===== src/rtl/decode_stage.sv =====
// Registered RV32I decode stage with valid/ready handshake and a 2-entry (main + skid) output buffer.
// Build option: define DECODE_M_EXT_EN to decode the M extension (MUL..REMU); otherwise those words are illegal.
module decode_stage #(
    parameter int              XLEN     = 32,
    parameter logic [XLEN-1:0] RESET_PC = '0
) (
    input  logic            clk,
    input  logic            rst,
    input  logic            in_valid,
    output logic            in_ready,
    input  logic [31:0]     in_inst,
    input  logic [XLEN-1:0] in_pc,
    input  logic            flush,
    output logic [4:0]      rs1_addr,
    output logic [4:0]      rs2_addr,
    input  logic [XLEN-1:0] rs1_data,
    input  logic [XLEN-1:0] rs2_data,
    output logic            out_valid,
    input  logic            out_ready,
    output logic [XLEN-1:0] out_pc,
    output logic [4:0]      out_rd_addr,
    output logic [XLEN-1:0] out_rs1_val,
    output logic [XLEN-1:0] out_rs2_val,
    output logic [XLEN-1:0] out_imm,
    output logic [XLEN-1:0] out_target,
    output logic [24:0]     out_ctrl
);

    typedef struct packed {
        logic [XLEN-1:0] pc;
        logic [4:0]      rd;
        logic [XLEN-1:0] rs1_val;
        logic [XLEN-1:0] rs2_val;
        logic [XLEN-1:0] imm;
        logic [XLEN-1:0] target;
        logic [24:0]     ctrl;
    } pkt_t;

    localparam logic [6:0] OPC_LUI    = 7'b0110111;
    localparam logic [6:0] OPC_AUIPC  = 7'b0010111;
    localparam logic [6:0] OPC_JAL    = 7'b1101111;
    localparam logic [6:0] OPC_JALR   = 7'b1100111;
    localparam logic [6:0] OPC_BRANCH = 7'b1100011;
    localparam logic [6:0] OPC_LOAD   = 7'b0000011;
    localparam logic [6:0] OPC_STORE  = 7'b0100011;
    localparam logic [6:0] OPC_OPIMM  = 7'b0010011;
    localparam logic [6:0] OPC_OP     = 7'b0110011;
    localparam logic [6:0] OPC_SYSTEM = 7'b1110011;

    localparam logic [4:0] ALU_ADD  = 5'd0;
    localparam logic [4:0] ALU_SUB  = 5'd1;
    localparam logic [4:0] ALU_SLL  = 5'd2;
    localparam logic [4:0] ALU_SLT  = 5'd3;
    localparam logic [4:0] ALU_SLTU = 5'd4;
    localparam logic [4:0] ALU_XOR  = 5'd5;
    localparam logic [4:0] ALU_SRL  = 5'd6;
    localparam logic [4:0] ALU_SRA  = 5'd7;
    localparam logic [4:0] ALU_OR   = 5'd8;
    localparam logic [4:0] ALU_AND  = 5'd9;

    // src1: 00 rs1, 01 pc, 10 zero; src2: 00 rs2, 01 imm; reg_src: 00 alu, 01 mem, 10 pc+4
    localparam logic [1:0] SRC1_RS1  = 2'b00;
    localparam logic [1:0] SRC1_PC   = 2'b01;
    localparam logic [1:0] SRC1_ZERO = 2'b10;
    localparam logic [1:0] SRC2_RS2  = 2'b00;
    localparam logic [1:0] SRC2_IMM  = 2'b01;
    localparam logic [1:0] RSRC_ALU  = 2'b00;
    localparam logic [1:0] RSRC_MEM  = 2'b01;
    localparam logic [1:0] RSRC_PC4  = 2'b10;

    function automatic logic [4:0] alu_from_f3(input logic [2:0] f3, input logic alt);
        logic [4:0] op;
        case (f3)
            3'b000:  op = alt ? ALU_SUB : ALU_ADD;
            3'b001:  op = ALU_SLL;
            3'b010:  op = ALU_SLT;
            3'b011:  op = ALU_SLTU;
            3'b100:  op = ALU_XOR;
            3'b101:  op = alt ? ALU_SRA : ALU_SRL;
            3'b110:  op = ALU_OR;
            default: op = ALU_AND;
        endcase
        return op;
    endfunction

    logic [6:0]        opcode;
    logic [2:0]        funct3;
    logic [6:0]        funct7;
    logic [4:0]        alu_op;
    logic [1:0]        src1_sel, src2_sel, mem_size, reg_src_sel;
    logic              mem_read, mem_write, mem_unsigned, reg_write;
    logic              branch, jump, ecall, ebreak, illegal, is_jalr;
    logic [2:0]        branch_cond;
    logic signed [31:0] imm32;
    logic [XLEN-1:0]   imm_x, jalr_sum;
    pkt_t              dec_pkt;

    assign opcode   = in_inst[6:0];
    assign funct3   = in_inst[14:12];
    assign funct7   = in_inst[31:25];
    assign rs1_addr = in_inst[19:15];
    assign rs2_addr = in_inst[24:20];

    always_comb begin
        alu_op       = ALU_ADD;
        src1_sel     = SRC1_RS1;
        src2_sel     = SRC2_RS2;
        mem_read     = 1'b0;
        mem_write    = 1'b0;
        mem_size     = 2'b00;
        mem_unsigned = 1'b0;
        reg_write    = 1'b0;
        reg_src_sel  = RSRC_ALU;
        branch       = 1'b0;
        branch_cond  = 3'b000;
        jump         = 1'b0;
        ecall        = 1'b0;
        ebreak       = 1'b0;
        illegal      = 1'b0;
        is_jalr      = 1'b0;
        imm32        = '0;

        case (opcode)
            OPC_LUI: begin
                imm32     = {in_inst[31:12], 12'b0};
                src1_sel  = SRC1_ZERO;
                src2_sel  = SRC2_IMM;
                reg_write = 1'b1;
            end
            OPC_AUIPC: begin
                imm32     = {in_inst[31:12], 12'b0};
                src1_sel  = SRC1_PC;
                src2_sel  = SRC2_IMM;
                reg_write = 1'b1;
            end
            OPC_JAL: begin
                imm32       = {{11{in_inst[31]}}, in_inst[31], in_inst[19:12], in_inst[20],
                               in_inst[30:21], 1'b0};
                src1_sel    = SRC1_PC;
                src2_sel    = SRC2_IMM;
                reg_write   = 1'b1;
                reg_src_sel = RSRC_PC4;
                jump        = 1'b1;
            end
            OPC_JALR: begin
                imm32       = {{20{in_inst[31]}}, in_inst[31:20]};
                src2_sel    = SRC2_IMM;
                reg_write   = 1'b1;
                reg_src_sel = RSRC_PC4;
                jump        = 1'b1;
                is_jalr     = 1'b1;
                illegal     = (funct3 != 3'b000);
            end
            OPC_BRANCH: begin
                imm32       = {{19{in_inst[31]}}, in_inst[31], in_inst[7], in_inst[30:25],
                               in_inst[11:8], 1'b0};
                alu_op      = ALU_SUB;
                branch      = 1'b1;
                branch_cond = funct3;
                illegal     = (funct3 == 3'b010) || (funct3 == 3'b011);
            end
            OPC_LOAD: begin
                imm32        = {{20{in_inst[31]}}, in_inst[31:20]};
                src2_sel     = SRC2_IMM;
                mem_read     = 1'b1;
                mem_size     = funct3[1:0];
                mem_unsigned = funct3[2];
                reg_write    = 1'b1;
                reg_src_sel  = RSRC_MEM;
                illegal      = (funct3 == 3'b011) || (funct3 == 3'b110) || (funct3 == 3'b111);
            end
            OPC_STORE: begin
                imm32     = {{20{in_inst[31]}}, in_inst[31:25], in_inst[11:7]};
                src2_sel  = SRC2_IMM;
                mem_write = 1'b1;
                mem_size  = funct3[1:0];
                illegal   = (funct3 > 3'b010);
            end
            OPC_OPIMM: begin
                imm32     = {{20{in_inst[31]}}, in_inst[31:20]};
                src2_sel  = SRC2_IMM;
                reg_write = 1'b1;
                alu_op    = alu_from_f3(funct3, (funct3 == 3'b101) && funct7[5]);
                if (funct3 == 3'b001)
                    illegal = (funct7 != 7'b0000000);
                else if (funct3 == 3'b101)
                    illegal = (funct7 != 7'b0000000) && (funct7 != 7'b0100000);
            end
            OPC_OP: begin
                reg_write = 1'b1;
                if (funct7 == 7'b0000000)
                    alu_op = alu_from_f3(funct3, 1'b0);
                else if ((funct7 == 7'b0100000) && ((funct3 == 3'b000) || (funct3 == 3'b101)))
                    alu_op = alu_from_f3(funct3, 1'b1);
`ifdef DECODE_M_EXT_EN
                else if (funct7 == 7'b0000001)
                    alu_op = {2'b11, funct3};
`endif
                else
                    illegal = 1'b1;
            end
            OPC_SYSTEM: begin
                imm32 = {{20{in_inst[31]}}, in_inst[31:20]};
                if (in_inst == 32'h0000_0073)
                    ecall = 1'b1;
                else if (in_inst == 32'h0010_0073)
                    ebreak = 1'b1;
                else
                    illegal = 1'b1;
            end
            default: illegal = 1'b1;
        endcase

        if (illegal) begin
            reg_write = 1'b0;
            mem_read  = 1'b0;
            mem_write = 1'b0;
            branch    = 1'b0;
            jump      = 1'b0;
        end
    end

    assign imm_x    = XLEN'(imm32);
    assign jalr_sum = rs1_data + imm_x;

    always_comb begin
        dec_pkt.pc      = in_pc;
        dec_pkt.rd      = in_inst[11:7];
        dec_pkt.rs1_val = rs1_data;
        dec_pkt.rs2_val = rs2_data;
        dec_pkt.imm     = imm_x;
        dec_pkt.target  = is_jalr ? {jalr_sum[XLEN-1:1], 1'b0} : (in_pc + imm_x);
        dec_pkt.ctrl    = {alu_op, src1_sel, src2_sel, mem_read, mem_write, mem_size, mem_unsigned,
                           reg_write, reg_src_sel, branch, branch_cond, jump, ecall, ebreak, illegal};
    end

    pkt_t main_q, main_d, skid_q, skid_d;
    logic main_valid_q, main_valid_d, skid_valid_q, skid_valid_d;
    logic accept, main_free;

    assign in_ready  = !skid_valid_q && !rst;
    assign accept    = in_valid && in_ready;
    assign main_free = !main_valid_q || out_ready;

    // Skid only fills while main is held, so main is never empty with skid occupied.
    always_comb begin
        main_d       = main_q;
        skid_d       = skid_q;
        main_valid_d = main_valid_q;
        skid_valid_d = skid_valid_q;
        if (flush) begin
            main_valid_d = 1'b0;
            skid_valid_d = 1'b0;
        end else if (main_free) begin
            if (skid_valid_q) begin
                main_d       = skid_q;
                main_valid_d = 1'b1;
                skid_valid_d = 1'b0;
            end else if (accept) begin
                main_d       = dec_pkt;
                main_valid_d = 1'b1;
            end else begin
                main_valid_d = 1'b0;
            end
        end else if (accept) begin
            skid_d       = dec_pkt;
            skid_valid_d = 1'b1;
        end
    end

    always_ff @(posedge clk or posedge rst) begin
        if (rst) begin
            main_q       <= '0;
            main_q.pc    <= RESET_PC;
            skid_q       <= '0;
            main_valid_q <= 1'b0;
            skid_valid_q <= 1'b0;
        end else begin
            main_q       <= main_d;
            skid_q       <= skid_d;
            main_valid_q <= main_valid_d;
            skid_valid_q <= skid_valid_d;
        end
    end

    assign out_valid   = main_valid_q;
    assign out_pc      = main_q.pc;
    assign out_rd_addr = main_q.rd;
    assign out_rs1_val = main_q.rs1_val;
    assign out_rs2_val = main_q.rs2_val;
    assign out_imm     = main_q.imm;
    assign out_target  = main_q.target;
    assign out_ctrl    = main_q.ctrl;

endmodule


===== config.mk =====
export PLATFORM = sky130hd
export DESIGN_NAME = decode_stage
export DESIGN_NICKNAME = d
export VERILOG_FILES = /design/src/rtl/decode_stage.sv
export SDC_FILE = /design/constraint.sdc
export NUM_CORES = 1
export LEC_CHECK = 0
export CAP_MARGIN = 20
export CORE_MARGIN = 2
export CORE_UTILIZATION = 40
export CTS_CLUSTER_DIAMETER = 100
export DETAILED_ROUTE_END_ITERATION = 8
export DONT_BUFFER_PORTS = 1
export SKIP_CTS_REPAIR_TIMING = 1
export SYNTH_ARGS = -nofsm -noshare
export SYNTH_HDL_FRONTEND = slang
export SYNTH_SLANG_ARGS = --single-unit

===== constraint.sdc =====
create_clock -name clk -period 17.16 [get_ports clk]
set_input_delay 2.574 -clock clk [delete_from_list [all_inputs] [get_ports clk]]
set_output_delay 2.574 -clock clk [all_outputs]
set_load 0.005 [all_outputs]

# Word-level counts from Yosys, hierarchy flattened
# Cells that the tools add are included.
dict set report op_classes {
  addsub 2
  n_mul 0
  div 0
  order_cmp 1
  eq_ne 21
  n_shift 0
  muxes 48
  bitwise_logic 2
  n_reduce_logical 30
}
# operator n
set ops {}
lappend ops {{$mux W190} 2}
lappend ops {{$pmux W32 S5} 1}
lappend ops {{$pmux W4 S7} 3}
lappend ops {{$add A32 B32 Y32} 2}
lappend ops {{$mux W1} 33}
lappend ops {{$eq A32 B21 Y1 const B} 1}
lappend ops {{$eq A32 B7 Y1 const B} 1}
lappend ops {{$mux W32} 1}
lappend ops {{$eq A7 B6 Y1 const B} 4}
lappend ops {{$eq A7 B7 Y1 const B} 4}
lappend ops {{$pmux W5 S3} 1}
lappend ops {{$eq A7 B5 Y1 const B} 2}
lappend ops {{$reduce_or A7 Y1} 2}
lappend ops {{$eq A3 B3 Y1 const B} 4}
lappend ops {{$pmux W1 S8} 1}
lappend ops {{$pmux W2 S2} 2}
lappend ops {{$reduce_or A2 Y1} 4}
lappend ops {{$eq A7 B2 Y1 const B} 1}
lappend ops {{$logic_not A7 Y1} 1}
lappend ops {{$ne A7 B6 Y1 const B} 1}
lappend ops {{$reduce_bool A7 Y1} 1}
lappend ops {{$eq A3 B2 Y1 const B} 2}
lappend ops {{$reduce_and A3 Y1} 2}
lappend ops {{$reduce_bool A3 Y1} 2}
lappend ops {{other kinds (14)} 26}
dict set report word_totals {
  regBits 382
  latchBits 0
  ram_bits 0
  rom_bits 0
  word_cells 120
  n_memories 0
}

# Longest topological paths before layout
# Gate-level depths: netlist of the first run.
dict set report depth {
  depth_word 9
  depth_mapped 20
  mapped_depth_nobuf 18
}

# Worst setup path after synthesis of the first run
# OpenSTA, ideal clock, no wires.
dict set report synth_path {
  path_kind {in2reg}
  startpoint {in rst}
  endpoint {reg main_q (netlist bit out_target[25])}
  t_arrival_ns 12.645
  required_time_ns 17.027
  setup_slack_ns 4.382
  cell_stages 8
  path_buffers 3
  path_cell_list {inv_1 -> a21oi_1 -> or3_1 -> clkbuf_1 -> clkbuf_1 -> clkbuf_1 -> a21oi_1 -> o31ai_1}
}
dict set report synth_between {
  elab_chain_len 5
}
# element line
set synth_rtl {}
lappend synth_rtl {{from (decl)} 8} ;# input logic rst,
lappend synth_rtl {{$logic_not A1 Y1 (no source line)} n/a}
lappend synth_rtl {{$logic_and A1 B1 Y1} 241} ;# assign in_ready = !skid_valid_q && !rst;
lappend synth_rtl {{$logic_and A1 B1 Y1} 242} ;# assign accept = in_valid && in_ready;
lappend synth_rtl {{$reduce_bool A2 Y1 (no source line)} n/a}
lappend synth_rtl {{$reduce_and A3 Y1 (no source line)} n/a}
lappend synth_rtl {{to (signal assigned)} 279} ;# main_q <= main_d;
lappend synth_rtl {{to (decl)} 237} ;# pkt_t main_q, main_d, skid_q, skid_d;
# Every way passes these cells.
# A chain may end at the register's enable or synchronous reset.

==> results.sh, run 1 <==
export IMPL_dp_hpwl_mm=45.7
export IMPL_power_mw=2.34
export IMPL_avgViaCountPerCell=5.60
export IMPL_slew_viol_final=0
export IMPL_initial_core_util_pct=40.2
export IMPL_num_rows=82
export IMPL_drive_above_1_share_pct=5.66
export IMPL_drv_cap=0
export IMPL_seq_area_mm2=0.00946
export IMPL_cp_required_ns=17.66
export IMPL_antenna_cells=0
export IMPL_vias=16400
export IMPL_grt_pass1_vias=15700
export IMPL_area_growth_pct=9.69
export IMPL_synth_distinct_cells=83
export IMPL_post_route_min_period_ns=6.41
export IMPL_grt_max_degree=256
export IMPL_pwr_density_cell_mw_per_mm2=107
export IMPL_clk_pin_slew_ns=0.05
export IMPL_startpoint_type="input pin"
export IMPL_finalCritPeriodShare_pct=37.3
export IMPL_grt_pass1_wl_mm=99.0
export IMPL_worstPathMaxFanout=12
export IMPL_io_pins=335
export IMPL_multiInputGateArea_mm2=0.00979
export IMPL_synth_top_area_cell="dfrtp_1"
export IMPL_cts_buffers=45
export IMPL_drc=0
export IMPL_synth_ff_type="dfrtp_1"
export IMPL_yosysWarnings=0
export IMPL_max_freq_ghz=0.156
export IMPL_htree_levels=2
export IMPL_ys_seq_area_share_pct=47.2
export IMPL_reg2reg_from="skid_valid_q$_DFFE_PP0P_"
export IMPL_slew_headroom_pct=25.0
export IMPL_wirelength_mm=64.6
export IMPL_ir_worst_vdd_mv=0.0652
export IMPL_setup_viol=0
export IMPL_coreArea_mm2=0.0499
export IMPL_utilization_pct=44.1
export IMPL_finClkSkew_ns=0.0256
export IMPL_p_leak_nw=10.5
export IMPL_outcome="finished, final reports clean"
export IMPL_stdcell_area_mm2=0.0220
export IMPL_tns_ns=0
export IMPL_fillerInstances=4888
export IMPL_end_kind="flop"
export IMPL_reg2regPathDepth=7
export IMPL_crit_type="input pin to flop"
export IMPL_drt_iter0_drc=1581
export IMPL_gr_usage_all_layers_pct=24.6
export IMPL_rsz0062_at_grt="no"
export IMPL_die_h_um=228
export IMPL_layout_cells_non_filler=2935
export IMPL_antenna_left=0
export IMPL_clock_path_buffers=3
export IMPL_synthTopCellsByCount="nand2_1 (627), dfrtp_1 (378), o21ai_0 (297), a21oi_1 (158), clkbuf_1 (119)"
export IMPL_cts_tree="built"
export IMPL_hold_path_end="skid_q[40]$_DFFE_PP0P_"
export IMPL_placedCellCount=2856
export IMPL_crit_arrival_ns=6.90
export IMPL_yosysMostFrequentCell="nand2_1"
export IMPL_routabilityCongestion=0.941
export IMPL_r2r_setup_slack_ns=13.67
export IMPL_place_area_mm2=0.0204
export IMPL_cts_sinks=378
export IMPL_gr_total_overflow=0
export IMPL_min_from="skid_q[40]$_DFFE_PP0P_"
export IMPL_antenna_found_initial=0
export IMPL_hold_viol_final=0
export IMPL_hold_path_class="flop to flop"
export IMPL_synth_top_area_share_pct=47.2
export IMPL_synth_area_leaders="dfrtp_1 (47%), nand2_1 (12%), o21ai_0 (7.4%)"
export IMPL_die_x_um=228
export IMPL_root_buffer="clkbuf_16"
export IMPL_syn_inst=2321
export IMPL_ys_seq_elements=378
export IMPL_min_delay_path_depth=2
export IMPL_postSynthAreaPerCell_um2=8.64
export IMPL_drtPass1Iterations=5
export IMPL_wl_per_cell_um=22.0
export IMPL_tightest_slew_ns=1.12
export IMPL_portBuffers=0
export IMPL_die_area_mm2=0.0520
export IMPL_clock_latency_ns=0.59
export IMPL_synthArstFlopShare_pct=100
export IMPL_nets=2427
export IMPL_syn_area_mm2=0.0201
export IMPL_r2r_end="out_target[13]$_DFFE_PP0P_"
export IMPL_synth_edf_count=0
registers in the layout, summed over array words and instances (netlist names):
| register | flops |
|---|---|
| skid_q | 188 |
| out_imm | 32 |
| out_pc | 32 |
| out_rs1_val | 32 |
| out_rs2_val | 32 |
| out_target | 32 |
| out_ctrl | 23 |
| out_rd_addr | 5 |
| out_valid | 1 |
| skid_valid_q | 1 |
routing by layer:
layer | track usage (%) | part of all wire [%] | up-vias
met5 | 0 | 0 | -
met4 | 8.52 | 3.5 | 0
met3 | 7.61 | 9.7 | 98
met2 | 36.1 | 43 | 648
met1 | 34.4 | 44 | 7939
li1 | - | - | 7749
report_power, final:
group,switching [mW],leakage [nW],internal [mW]
Sequential,0.0947,4.95,1.01
Clock,0.393,0.770,0.615
Combinational,0.141,4.73,0.0887
Total,0.628,10.5,1.72
cells in the final DEF (no fill, tap or decap), types with 30 or more instances in the layout:
cell / synthesis / final
dfrtp_1: 378 / 377
ha_1: 61 / 61
a21oi_1: 158 / 158
nand2_1: 627 / 627
nor2_1: 107 / 106
mux2i_1: 117 / 117
clkbuf_16: 0 / 47
o21ai_0: 297 / 297
inv_1: 51 / 50
a21o_1: 30 / 30
how the worst max path moves through the flow:
stage          startpoint                          to  slack [ns]  depth (start not counted)
2_1_floorplan         rst     out_ctrl[0]$_DFFE_PP0P_        4.07                          1
3_3_place_gp   in_inst[3]      skid_q[54]$_DFFE_PP0P_       10.38                         17
3_5_place_dp   in_inst[3]      skid_q[54]$_DFFE_PP0P_       10.26                         16
4_1_cts        in_inst[3]      skid_q[54]$_DFFE_PP0P_       10.88                         16
5_1_grt        in_inst[1]  out_target[23]$_DFFE_PP0P_       10.39                         16
6_report       in_inst[3]      skid_q[54]$_DFFE_PP0P_       10.75                         17
worst max-delay path, stage by stage:
cell       delay, ns
nand4bb_2       0.29
nor2_1          0.60
nand2_1         0.20
nand2_1         0.33
a21oi_1         0.18
inv_1           0.21
ha_1            0.35
nand3_1         0.15
nor3_1          0.09
a221oi_1        0.29
a21boi_0        0.20
o31a_1          0.37
o21a_2          0.24
or4_4           0.48
o21ai_2         0.09
a211oi_2        0.06
a31oi_1         0.19
cell families after synthesis:
logic type,Yosys count,share of synthesized area (%)
buffers and inverters,204,4.12
muxes,132,6.68
and+or+nand+nor,887,18.6
adders and majority gates,63,4.00
other,1,0.0187
AOI/OAI and AO/OA,611,17.5
DFF,378,47.2
xor gates and xnor gates,45,1.96
per-stage QoR:
stage          hold WS [ns]  worst slack [ns]
2_1_floorplan         0.440              4.07
3_3_place_gp          0.455             10.38
3_5_place_dp          0.461             10.26
4_1_cts               0.473             10.88
5_1_grt               0.498             10.39
6_report              0.469             10.75
cell type report:
cell class / count / area share, %
multi-input cells: 1740 / 44.5
flip-flops and latches: 378 / 43.0
clock buffers: 64 / 6.23
well taps: 672 / 3.82
inverters: 52 / 0.921
clock inverters: 15 / 0.916
repair buffers: 14 / 0.591
Note: power is estimated with default switching activity, not from simulation.
==> run 2, diff against run 1 <==
==> constraint.sdc (replaced) <==
create_clock -name clk -period 6.4 [get_ports clk]
set_input_delay 0.96 -clock clk [delete_from_list [all_inputs] [get_ports clk]]
set_output_delay 0.96 -clock clk [all_outputs]
set_load 0.005 [all_outputs]
==> results.sh, run 2 (synthesis results as in run 1) <==
export IMPL_outcome="finished, final reports clean"
export IMPL_crit_top_cell="o21ai_0"
export IMPL_gr_usage_all_layers_pct=24.3
export IMPL_slew_headroom_pct=32.1
export IMPL_path_buf_inv=0
export IMPL_power_mw=6.19
export IMPL_die_x_um=228
export IMPL_crit_path_top_delay_cell="a211oi_1"
export IMPL_place_area_mm2=0.0205
export IMPL_avgViaCountPerCell=5.56
export IMPL_clock_latency_ns=0.58
export IMPL_coreArea_mm2=0.0499
export IMPL_final_cell_mix="nand2_1 (627), dfrtp_1 (377), o21ai_0 (295), a21oi_1 (158), mux2i_1 (117)"
export IMPL_gr_usage_met1_pct=31.5
export IMPL_tightest_slew_ns=1.02
export IMPL_cp_required_ns=6.82
export IMPL_io_pins=335
export IMPL_hold_path_class="input pin to async pin"
export IMPL_largest_reg_flops=188
export IMPL_drt_iter0_drc=1077
export IMPL_slew_viol_final=0
export IMPL_fillerInstances=4897
export IMPL_crit_arrival_ns=5.32
export IMPL_root_buffer="clkbuf_16"
export IMPL_layout_setup_ws_ns=1.49
export IMPL_met2_usage_pct=38.2
export IMPL_die_area_mm2=0.0520
export IMPL_initial_core_util_pct=40.2
export IMPL_use_met3_pct=8.28
export IMPL_antenna_left=0
export IMPL_rsz0062_at_grt="no"
export IMPL_hold_viol_final=0
export IMPL_p_leak_nw=10.4
export IMPL_stdcell_area_mm2=0.0219
export IMPL_grt_pass1_wl_mm=97.7
export IMPL_ir_worst_vdd_mv=0.164
export IMPL_post_route_min_period_ns=4.91
export IMPL_startpoint_type="input pin"
export IMPL_cp_top_family="compound AO/OA/AOI/OAI gates"
export IMPL_end_kind="flop"
export IMPL_cts_sinks=378
export IMPL_area_growth_pct=9.40
export IMPL_die_h_um=228
export IMPL_crit_type="input pin to flop"
export IMPL_vias=16300
export IMPL_timing_hold_ws_ns=0.375
export IMPL_drc=0
export IMPL_wirelength_mm=63.9
export IMPL_portBuffers=0
export IMPL_crit_chain="nand4bb_2 > or3_2 > nand2_1 > nand2_1 > o21ai_0 > nand2_1 > fa_1 > nor2b_1 > o21ai_0 > a21oi_1 > o211ai_1 > a211oi_1 > nor3_1 > o31ai_2 > xnor2_1 > o21ai_0 > o21ai_0"
export IMPL_max_freq_ghz=0.204
export IMPL_dp_hpwl_mm=46.1
export IMPL_nets=2429
export IMPL_setup_viol=0
export IMPL_cp_slowest_stage_delay_ns=0.53
export IMPL_pwr_density_cell_mw_per_mm2=282
export IMPL_finClkSkew_ns=0.0296
export IMPL_finalCritPeriodShare_pct=76.7
export IMPL_drv_cap=0
export IMPL_gr_total_overflow=0
export IMPL_drtPass1Iterations=5
export IMPL_grt_max_degree=202
export IMPL_antenna_found_initial=1
export IMPL_regMostFlops="skid_q"
export IMPL_wl_per_cell_um=21.7
export IMPL_final_common_cell="nand2_1"
export IMPL_cts_buffers=43
export IMPL_htree_levels=2
export IMPL_cts_tree="built"
export IMPL_routabilityCongestion=0.903
export IMPL_grt_pass1_vias=15900
export IMPL_clock_path_buffers=3
export IMPL_drive_above_1_share_pct=5.69
export IMPL_post_place_ws_ns=1.00
export IMPL_num_rows=82
export IMPL_top_usage_layer="met2"
export IMPL_clk_pin_slew_ns=0.06
export IMPL_worstPathMaxFanout=12
[run 2: layout make-up]
type	count	area [um^2]	share of cell area (%)
repair buffers	18	160	0.730
well taps	672	841	3.83
clock buffers	55	1180	5.39
diodes	3	7.51	0.0342
flip-flops and latches	378	9460	43.1
multi-input cells	1740	9790	44.6
inverters	52	199	0.907
clock inverters	24	298	1.36
[run 2: final timing paths]
check	start	end	slack, ns	depth (start not counted)
worst max-delay path	in_inst[3]	out_target[26]$_DFFE_PP0P_	1.49	17
worst min-delay path	rst	out_valid$_DFFE_PP0N_	0.37	1
worst max register to register	skid_valid_q$_DFFE_PP0P_	out_imm[18]$_DFFE_PP0P_	2.92	5
worst min register to register	skid_q[89]$_DFFE_PP0P_	skid_q[89]$_DFFE_PP0P_	0.47	2
max in group asynchronous	rst	out_rs1_val[9]$_DFFE_PP0P_	3.80	3
min in group clk	flush	out_valid$_DFFE_PP0N_	0.44	1
[run 2: worst reg2reg max path, delay by kind of cell (launching register included)]
family / cells / cell delay [ns]
AOI/OAI and AO/OA: 2 / 0.52
buffers and inverters: 2 / 1.73
DFF: 1 / 0.88
and+or+nand+nor: 1 / 0.18
[run 2: per-stage QoR]
step / utilization, % / setup TNS [ns] / cells
after floorplan: - / -339.37 / 2322
after global placement: 41.0 / 0 / 2860
after detailed placement: 41.0 / 0 / 2860
after CTS: 44.0 / 0 / 2939
after global routing: 44.0 / 0 / 2939
final: 44.0 / 0 / 2942
[run 2: routing by layer]
layer / routed length [um] / vias to the layer above / part of all wire, %
met1: 27000 / 7905 / 42
met5: 0 / - / 0
met2: 29000 / 580 / 45
met3: 6070 / 93 / 9.5
met4: 1810 / 0 / 2.8
li1: - / 7769 / -
[run 2: power by group]
part           total [mW]  switching, mW  internal [mW]  leakage [nW]
sequential           2.97          0.255           2.71          4.95
clock                2.61           1.05           1.56         0.731
combinational       0.619          0.379          0.240          4.75
total                6.19           1.69           4.51          10.4
